`src/rtl/wbc_rst_seq_if.sv`:
```
// Reset-domain bundle between the staged reset sequencer and its domains.
// master: stage_rst/stage_idx/done/fail/fail_stage out, stage_ready in.
interface wbc_rst_seq_if #(
    parameter int STAGES = 4
);
    localparam int IW = (STAGES > 1) ? $clog2(STAGES) : 1;

    logic [STAGES-1:0] stage_rst;
    logic [STAGES-1:0] stage_ready;
    logic [IW-1:0]     stage_idx;
    logic              done;
    logic              fail;
    logic [IW-1:0]     fail_stage;

    modport master (
        output stage_rst,
        output stage_idx,
        output done,
        output fail,
        output fail_stage,
        input  stage_ready
    );

    modport slave (
        input  stage_rst,
        input  stage_idx,
        input  done,
        input  fail,
        input  fail_stage,
        output stage_ready
    );
endinterface

```
`src/rtl/wbc_rst_seq.sv`:
```
// Staged reset sequencer: releases reset domains in order, waits for ready.
// Ports: clk, rst_n, sys_go, ena_ms, req_rst; dom (master) carries domain signals.
module wbc_rst_seq #(
    parameter int STAGES  = 4,
    parameter int HOLD    = 2,
    parameter int GAP     = 1,
    parameter int TIMEOUT = 100
) (
    input  logic          clk,
    input  logic          rst_n,
    input  logic          sys_go,
    input  logic          ena_ms,
    input  logic          req_rst,
    wbc_rst_seq_if.master dom
);
    localparam int IW   = (STAGES > 1) ? $clog2(STAGES) : 1;
    localparam int M1   = (HOLD > GAP) ? HOLD : GAP;
    localparam int MAXV = (M1 > TIMEOUT) ? M1 : TIMEOUT;
    localparam int CW   = (MAXV > 1) ? $clog2(MAXV) : 1;

    localparam logic [IW-1:0] LAST     = IW'(STAGES - 1);
    localparam logic [CW-1:0] HOLD_END = CW'(HOLD - 1);
    localparam logic [CW-1:0] GAP_END  = CW'(GAP - 1);
    localparam logic [CW-1:0] TO_END   = CW'(TIMEOUT - 1);

    typedef enum logic [2:0] {
        S_HOLD,
        S_REL,
        S_WAIT,
        S_GAP,
        S_RUN,
        S_FAIL,
        S_DOWN
    } state_t;

    state_t            state, state_d;
    logic [CW-1:0]     cnt, cnt_d;
    logic [IW-1:0]     idx, idx_d;
    logic [STAGES-1:0] rst_q, rst_d;
    logic              done_q, done_d;
    logic              fail_q, fail_d;
    logic [IW-1:0]     fstg_q, fstg_d;
    logic [IW-1:0]     idx_m1;
    logic              go_down;

    assign idx_m1 = idx - 1'b1;

    always_ff @(posedge clk or negedge rst_n) begin
        if (!rst_n) begin
            state  <= S_HOLD;
            cnt    <= '0;
            idx    <= '0;
            rst_q  <= '1;
            done_q <= 1'b0;
            fail_q <= 1'b0;
            fstg_q <= '0;
        end else begin
            state  <= state_d;
            cnt    <= cnt_d;
            idx    <= idx_d;
            rst_q  <= rst_d;
            done_q <= done_d;
            fail_q <= fail_d;
            fstg_q <= fstg_d;
        end
    end

    always_comb begin
        state_d = state;
        cnt_d   = cnt;
        idx_d   = idx;
        rst_d   = rst_q;
        done_d  = done_q;
        fail_d  = fail_q;
        fstg_d  = fstg_q;
        go_down = 1'b0;
        if (!sys_go) begin
            // Losing the system go drops everything at once, no reverse walk.
            state_d = S_HOLD;
            cnt_d   = '0;
            idx_d   = '0;
            rst_d   = '1;
            done_d  = 1'b0;
            fail_d  = 1'b0;
        end else begin
            unique case (state)
                S_HOLD: begin
                    if (ena_ms) begin
                        if (cnt == HOLD_END) begin
                            cnt_d   = '0;
                            idx_d   = '0;
                            state_d = S_REL;
                        end else begin
                            cnt_d = cnt + 1'b1;
                        end
                    end
                end
                S_REL: begin
                    rst_d[idx] = 1'b0;
                    cnt_d      = '0;
                    state_d    = S_WAIT;
                end
                S_WAIT: begin
                    // Ready takes precedence over a coincident timeout.
                    if (dom.stage_ready[idx]) begin
                        if (idx == LAST) begin
                            done_d  = 1'b1;
                            state_d = S_RUN;
                        end else begin
                            cnt_d   = '0;
                            state_d = S_GAP;
                        end
                    end else if (ena_ms) begin
                        if (cnt == TO_END) begin
                            rst_d[idx] = 1'b1;
                            fail_d     = 1'b1;
                            fstg_d     = idx;
                            state_d    = S_FAIL;
                        end else begin
                            cnt_d = cnt + 1'b1;
                        end
                    end
                end
                S_GAP: begin
                    if (ena_ms) begin
                        if (cnt == GAP_END) begin
                            cnt_d   = '0;
                            idx_d   = idx + 1'b1;
                            state_d = S_REL;
                        end else begin
                            cnt_d = cnt + 1'b1;
                        end
                    end
                end
                S_RUN: begin
                    if (req_rst) begin
                        done_d  = 1'b0;
                        go_down = 1'b1;
                    end
                end
                S_FAIL: begin
                    if (req_rst) begin
                        fail_d  = 1'b0;
                        go_down = 1'b1;
                    end
                end
                S_DOWN: begin
                    if (ena_ms) begin
                        if (cnt == GAP_END) begin
                            cnt_d = '0;
                            if (idx == '0) begin
                                state_d = S_HOLD;
                            end else begin
                                idx_d         = idx_m1;
                                rst_d[idx_m1] = 1'b1;
                            end
                        end else begin
                            cnt_d = cnt + 1'b1;
                        end
                    end
                end
                default: begin
                    state_d = S_HOLD;
                    cnt_d   = '0;
                    idx_d   = '0;
                    rst_d   = '1;
                end
            endcase
            // Reverse walk starts by re-asserting the top domain.
            if (go_down) begin
                state_d     = S_DOWN;
                cnt_d       = '0;
                idx_d       = LAST;
                rst_d[LAST] = 1'b1;
            end
        end
    end

    assign dom.stage_rst  = rst_q;
    assign dom.stage_idx  = idx;
    assign dom.done       = done_q;
    assign dom.fail       = fail_q;
    assign dom.fail_stage = fstg_q;
endmodule
```
`src/flat_wrapper.sv`:
```
// flat-port wrapper written by rule: the top's interface ports become plain ports
module wbc_rst_seq_flat 
#(
    parameter int STAGES  = 4,
    parameter int HOLD    = 2,
    parameter int GAP     = 1,
    parameter int TIMEOUT = 100
)
  (clk, rst_n, sys_go, ena_ms, req_rst, dom_stage_rst, dom_stage_idx, dom_done, dom_fail, dom_fail_stage, dom_stage_ready);
  wbc_rst_seq_if #(.STAGES(STAGES)) dom_i ();
  input  logic clk;
  input  logic rst_n;
  input  logic sys_go;
  input  logic ena_ms;
  input  logic req_rst;
  output wire logic [$bits(dom_i.stage_rst)-1:0] dom_stage_rst;
  output wire logic [$bits(dom_i.stage_idx)-1:0] dom_stage_idx;
  output wire logic [$bits(dom_i.done)-1:0] dom_done;
  output wire logic [$bits(dom_i.fail)-1:0] dom_fail;
  output wire logic [$bits(dom_i.fail_stage)-1:0] dom_fail_stage;
  input wire logic [$bits(dom_i.stage_ready)-1:0] dom_stage_ready;
  assign dom_stage_rst = dom_i.stage_rst;
  assign dom_stage_idx = dom_i.stage_idx;
  assign dom_done = dom_i.done;
  assign dom_fail = dom_i.fail;
  assign dom_fail_stage = dom_i.fail_stage;
  assign dom_i.stage_ready = dom_stage_ready;
  wbc_rst_seq #(.STAGES(STAGES), .HOLD(HOLD), .GAP(GAP), .TIMEOUT(TIMEOUT)) u_core (.clk(clk), .rst_n(rst_n), .sys_go(sys_go), .ena_ms(ena_ms), .req_rst(req_rst), .dom(dom_i));
endmodule
```
`config.mk`:
```
export PLATFORM = sky130hd
export DESIGN_NAME = wbc_rst_seq_flat
export DESIGN_NICKNAME = d
export VERILOG_FILES = /design/src/rtl/wbc_rst_seq_if.sv /design/src/rtl/wbc_rst_seq.sv /design/src/flat_wrapper.sv
export SDC_FILE = /design/constraint.sdc
export NUM_CORES = 1
export LEC_CHECK = 0
export BUFFER_PORTS_ARGS = -buffer_cell sky130_fd_sc_hd__clkbuf_2
export CAP_MARGIN = 15
export CORE_ASPECT_RATIO = 0.6
export CORE_MARGIN = 2
export CORE_UTILIZATION = 40
export CTS_CLUSTER_DIAMETER = 150
export DETAILED_ROUTE_END_ITERATION = 10
export GPL_TIMING_DRIVEN = 0
export PLACE_DENSITY_LB_ADDON = 0.3
export SLEW_MARGIN = 20
export SYNTH_ARGS = -nofsm -noshare
export SYNTH_HDL_FRONTEND = slang
export SYNTH_SLANG_ARGS = --single-unit
```
`constraint.sdc`:
```
create_clock -name clk -period 3.3 [get_ports clk]
set_input_delay 0.165 -clock clk [delete_from_list [all_inputs] [get_ports clk]]
set_output_delay 0.165 -clock clk [all_outputs]
set_load 0.02 [all_outputs]
```
==> run metrics <==
status=completed; clock transition at the registers of the reported paths=0.08 ns; timing-limited maximum frequency=412.9 MHz; starting density of the core=0.4255; total global routing track utilization=0.2301; share of layout cells above drive strength 1=0.1905; Max Buffers Root-to-Sink=2; register bit count reported by yosys=20; depth of the worst register-to-register path=9; crit path kind=reg2reg; slowest CP cell=sky130_fd_sc_hd__or3b_2; Post-Syn Area per Cell=8.518 sq um; family with the most delay on the worst path=compound AO/OA/AOI/OAI gates; number of buffer and inverter instances along the worst setup path=2; post-synthesis net count=203; die boundary width=85.47 um; total power of the final layout=0.001278 W; final weighted congestion of routability-driven global placement=0.9856; end point of the worst hold path=u_core.dom.done; drt drc=0; area delta synth->final=12.80%; initial antenna violation count=0; Detailed Route WL=4570 um; number of buffers created by CTS=3; master cell of the clock root buffer=sky130_fd_sc_hd__clkbuf_8; Slew Limit Headroom=0.6527; count of pins over their slew limit=0; Inst Count DP=252; count of pins on the block boundary=19; Critical Path Source Type=register; ordered list of cells on the worst path=inv_1 > ha_1 > or3b_2 > nor2_4 > nor3_1 > o311a_1 > buf_6 > a22o_1 > a32o_1; Lkg Pwr=0.7744 nW; clock sinks=20; YS warnings=0; Vias=1,594; wire length of the first global-routing pass=7810 um; vias per std cell=6.202; Setup violations, final=0; setup slack on the worst flop-to-flop path=0.88 ns; DIE HEIGHT=52.88 um; critical register-to-register path startpoint=u_core.cnt[0]; antenna violation net count after detailed routing=0; Routed WL per cell=17.78 um; Final Net Count=227; setup total negative slack=0 ns; number of input and output port buffers inserted=18; worst skew pair latency=0.27 ns; cell area after technology mapping=1593 sq um; fraction of the yosys area taken by sequential cells=0.3174; Worst Hold Path Cells=3; Core Rows=17; maximum fanout along the worst path=10; max-cap violations=0; DP Wirelength=3431 um; endpoint required time on the critical path=3.46 ns; kind of path behind the tightest hold check=in2reg; pin slew with the least headroom to its limit=0.5210 ns; peak ir drop on the vdd network=0.3357 mV; synth unique cells=51; instance count of the mapped netlist=187; capturing element type of the critical path=register; setup repair after global routing missed its margin=no; total congestion overflow after global routing=0; Ant. Diodes=0; final worst clock skew=0.004990 ns; router iterations before antenna repair=4; DIE AREA=4519 sq um; power density over the cells=711.5 nW/um^2; startpoint of the lowest-slack hold path=sys_go; Min Clock Period, post-route=2.422 ns; vias in the first global route=1,497; highest cell delay on the worst timing path=0.51 ns; Core Region=3744 sq um; Reg2Reg Capture Point=u_core.cnt[6]; total of cells resized after clock tree synthesis=0; Initial DRC Count=191; Non-Filler Instances=257; number of endpoints with negative hold slack in the final report=0; TritonCTS clock tree=done; part of the cycle the worst path needs=0.7340; pin count of the biggest net entering global routing=21; number of levels in the clock H-tree=1; critical path arrival=2.58 ns
[layout make-up]
| cell class | count | area [sq um] |
|---|---|---|
| buffer | 11 | 58.81 |
| clock buffer | 4 | 45.04 |
| fill | 378 | 1947 |
| inverter | 10 | 37.54 |
| multi-input combinational | 146 | 991.0 |
| sequential | 20 | 505.5 |
| tap | 47 | 58.81 |
| timing repair buffer | 19 | 100.1 |
[cell usage in the layout (no fill, tap or decap), types with 4 or more instances in the layout]
master	synthesis	final
sky130_fd_sc_hd__a21oi_1	7	7
sky130_fd_sc_hd__ha_1	7	7
sky130_fd_sc_hd__nand2_1	14	14
sky130_fd_sc_hd__dfstp_2	4	4
sky130_fd_sc_hd__dfrtp_1	16	16
sky130_fd_sc_hd__nor3_1	4	4
sky130_fd_sc_hd__nand3_1	7	7
sky130_fd_sc_hd__a32o_1	6	6
sky130_fd_sc_hd__o21ai_0	15	15
sky130_fd_sc_hd__inv_1	10	10
sky130_fd_sc_hd__mux2i_1	5	5
sky130_fd_sc_hd__nor2_1	18	18
sky130_fd_sc_hd__nand2b_1	7	7
sky130_fd_sc_hd__clkbuf_1	6	7
sky130_fd_sc_hd__o211ai_1	5	5
sky130_fd_sc_hd__clkbuf_2	0	18
sky130_fd_sc_hd__a22o_1	4	4
[stage by stage]
step             util  hold WS (ns)  worst slack, ns  cell area, sq um
2_1_floorplan       -       -0.1306            1.071              1593
3_3_place_gp   0.4652        0.1731           0.9058              1742
3_5_place_dp   0.4652        0.1706           0.8961              1742
4_1_cts        0.4799        0.2640           0.8787              1797
5_1_grt        0.4799        0.3002           0.7682              1797
6_report       0.4799        0.2836           0.8779              1797
[state kept, by name, indices dropped and copies added (netlist names)]
name / flops
u_core.dom.fail: 1
u_core.cnt: 7
u_core.state: 3
u_core.dom.stage_idx: 2
u_core.dom.done: 1
u_core.dom.stage_rst: 4
u_core.dom.fail_stage: 2
[cell usage after synthesis (all sizes together)]
cell type | count | area (sq um)
o2bb2ai | 1 | 8.760
nor3b | 2 | 15.01
o22ai | 2 | 12.51
or3 | 3 | 18.77
buf | 5 | 36.28
a32o | 6 | 60.06
nor2 | 19 | 78.82
o21ai | 16 | 80.07
a32oi | 1 | 8.760
o2111ai | 1 | 8.760
a22o | 4 | 35.03
mux4 | 1 | 22.52
ha | 7 | 87.58
o221ai | 1 | 8.760
o311a | 1 | 10.01
nand2b | 7 | 43.79
a22oi | 1 | 7.510
a21bo | 1 | 10.01
or2 | 2 | 12.51
dfrtp | 16 | 400.4
o31ai | 1 | 7.510
a21oi | 7 | 35.03
o211ai | 6 | 50.05
inv | 10 | 37.54
a221oi | 2 | 17.52
or3b | 2 | 17.52
o311ai | 3 | 26.28
mux2i | 5 | 50.05
clkbuf | 6 | 22.52
a211oi | 2 | 15.01
nor4bb | 1 | 10.01
mux2 | 3 | 33.78
o32ai | 1 | 8.760
a21o | 2 | 15.01
a21boi | 1 | 7.510
nand3 | 7 | 35.03
nor4 | 1 | 6.260
nor3 | 5 | 30.03
dfstp | 4 | 105.1
nand2 | 15 | 58.81
a31oi | 3 | 18.77
nor2b | 3 | 18.77
[worst max path at each step]
| stage | endpoint | cells past startpoint | startpoint | slack (ns) |
|---|---|---|---|---|
| after floorplan | u_core.cnt[6] | 9 | u_core.cnt[0] | 1.07 |
| after global placement | u_core.cnt[6] | 9 | u_core.cnt[0] | 0.91 |
| after detailed placement | u_core.cnt[6] | 9 | u_core.cnt[0] | 0.90 |
| after CTS | u_core.cnt[6] | 9 | u_core.cnt[0] | 0.88 |
| after global routing | u_core.cnt[5] | 7 | u_core.state[0] | 0.77 |
| final | u_core.cnt[6] | 9 | u_core.cnt[0] | 0.88 |
[layer usage]
metal / global-route usage / vias to the layer above / routed length, um
li1: - / 746 / -
met3: 0.07332 / 8 / 521
met2: 0.3060 / 90 / 1701
met1: 0.3571 / 750 / 2298
met5: 0 / - / 0
met4: 0.03968 / 0 / 47
[cells by family (layout without fill, tap and decap cells)]
kind of cell | Yosys count | in the layout | share of synthesized area
simple gates | 67 | 67 | 0.2168
compound gates | 63 | 63 | 0.2836
buf+inv | 21 | 44 | 0.06049
flops | 20 | 20 | 0.3174
mux | 9 | 9 | 0.06677
fa+ha+maj | 7 | 7 | 0.05499
[power breakdown]
group	internal [W]	switching (W)	total (W)
sequential	0.000294	0.0000361	0.000330
combinational	0.000288	0.000486	0.000773
clock	0.0000864	0.0000889	0.000175
total	0.000668	0.000611	0.00128
[worst reg2reg max path, stage by stage (launching register included)]
cell and delay (ns):
sky130_fd_sc_hd__dfrtp_1 0.41, sky130_fd_sc_hd__inv_1 0.10, sky130_fd_sc_hd__ha_1 0.16, sky130_fd_sc_hd__or3b_2 0.51, sky130_fd_sc_hd__nor2_4 0.14, sky130_fd_sc_hd__nor3_1 0.06
sky130_fd_sc_hd__o311a_1 0.40, sky130_fd_sc_hd__buf_6 0.16, sky130_fd_sc_hd__a22o_1 0.18, sky130_fd_sc_hd__a32o_1 0.21
[timing repair]
action                                 CTS  global route
setup endpoints to repair                0             0
endpoints found under the hold margin   16             0
hold buffers                             1             0
setup buffers                            0             0
Note: power is estimated with default switching activity, not from simulation.
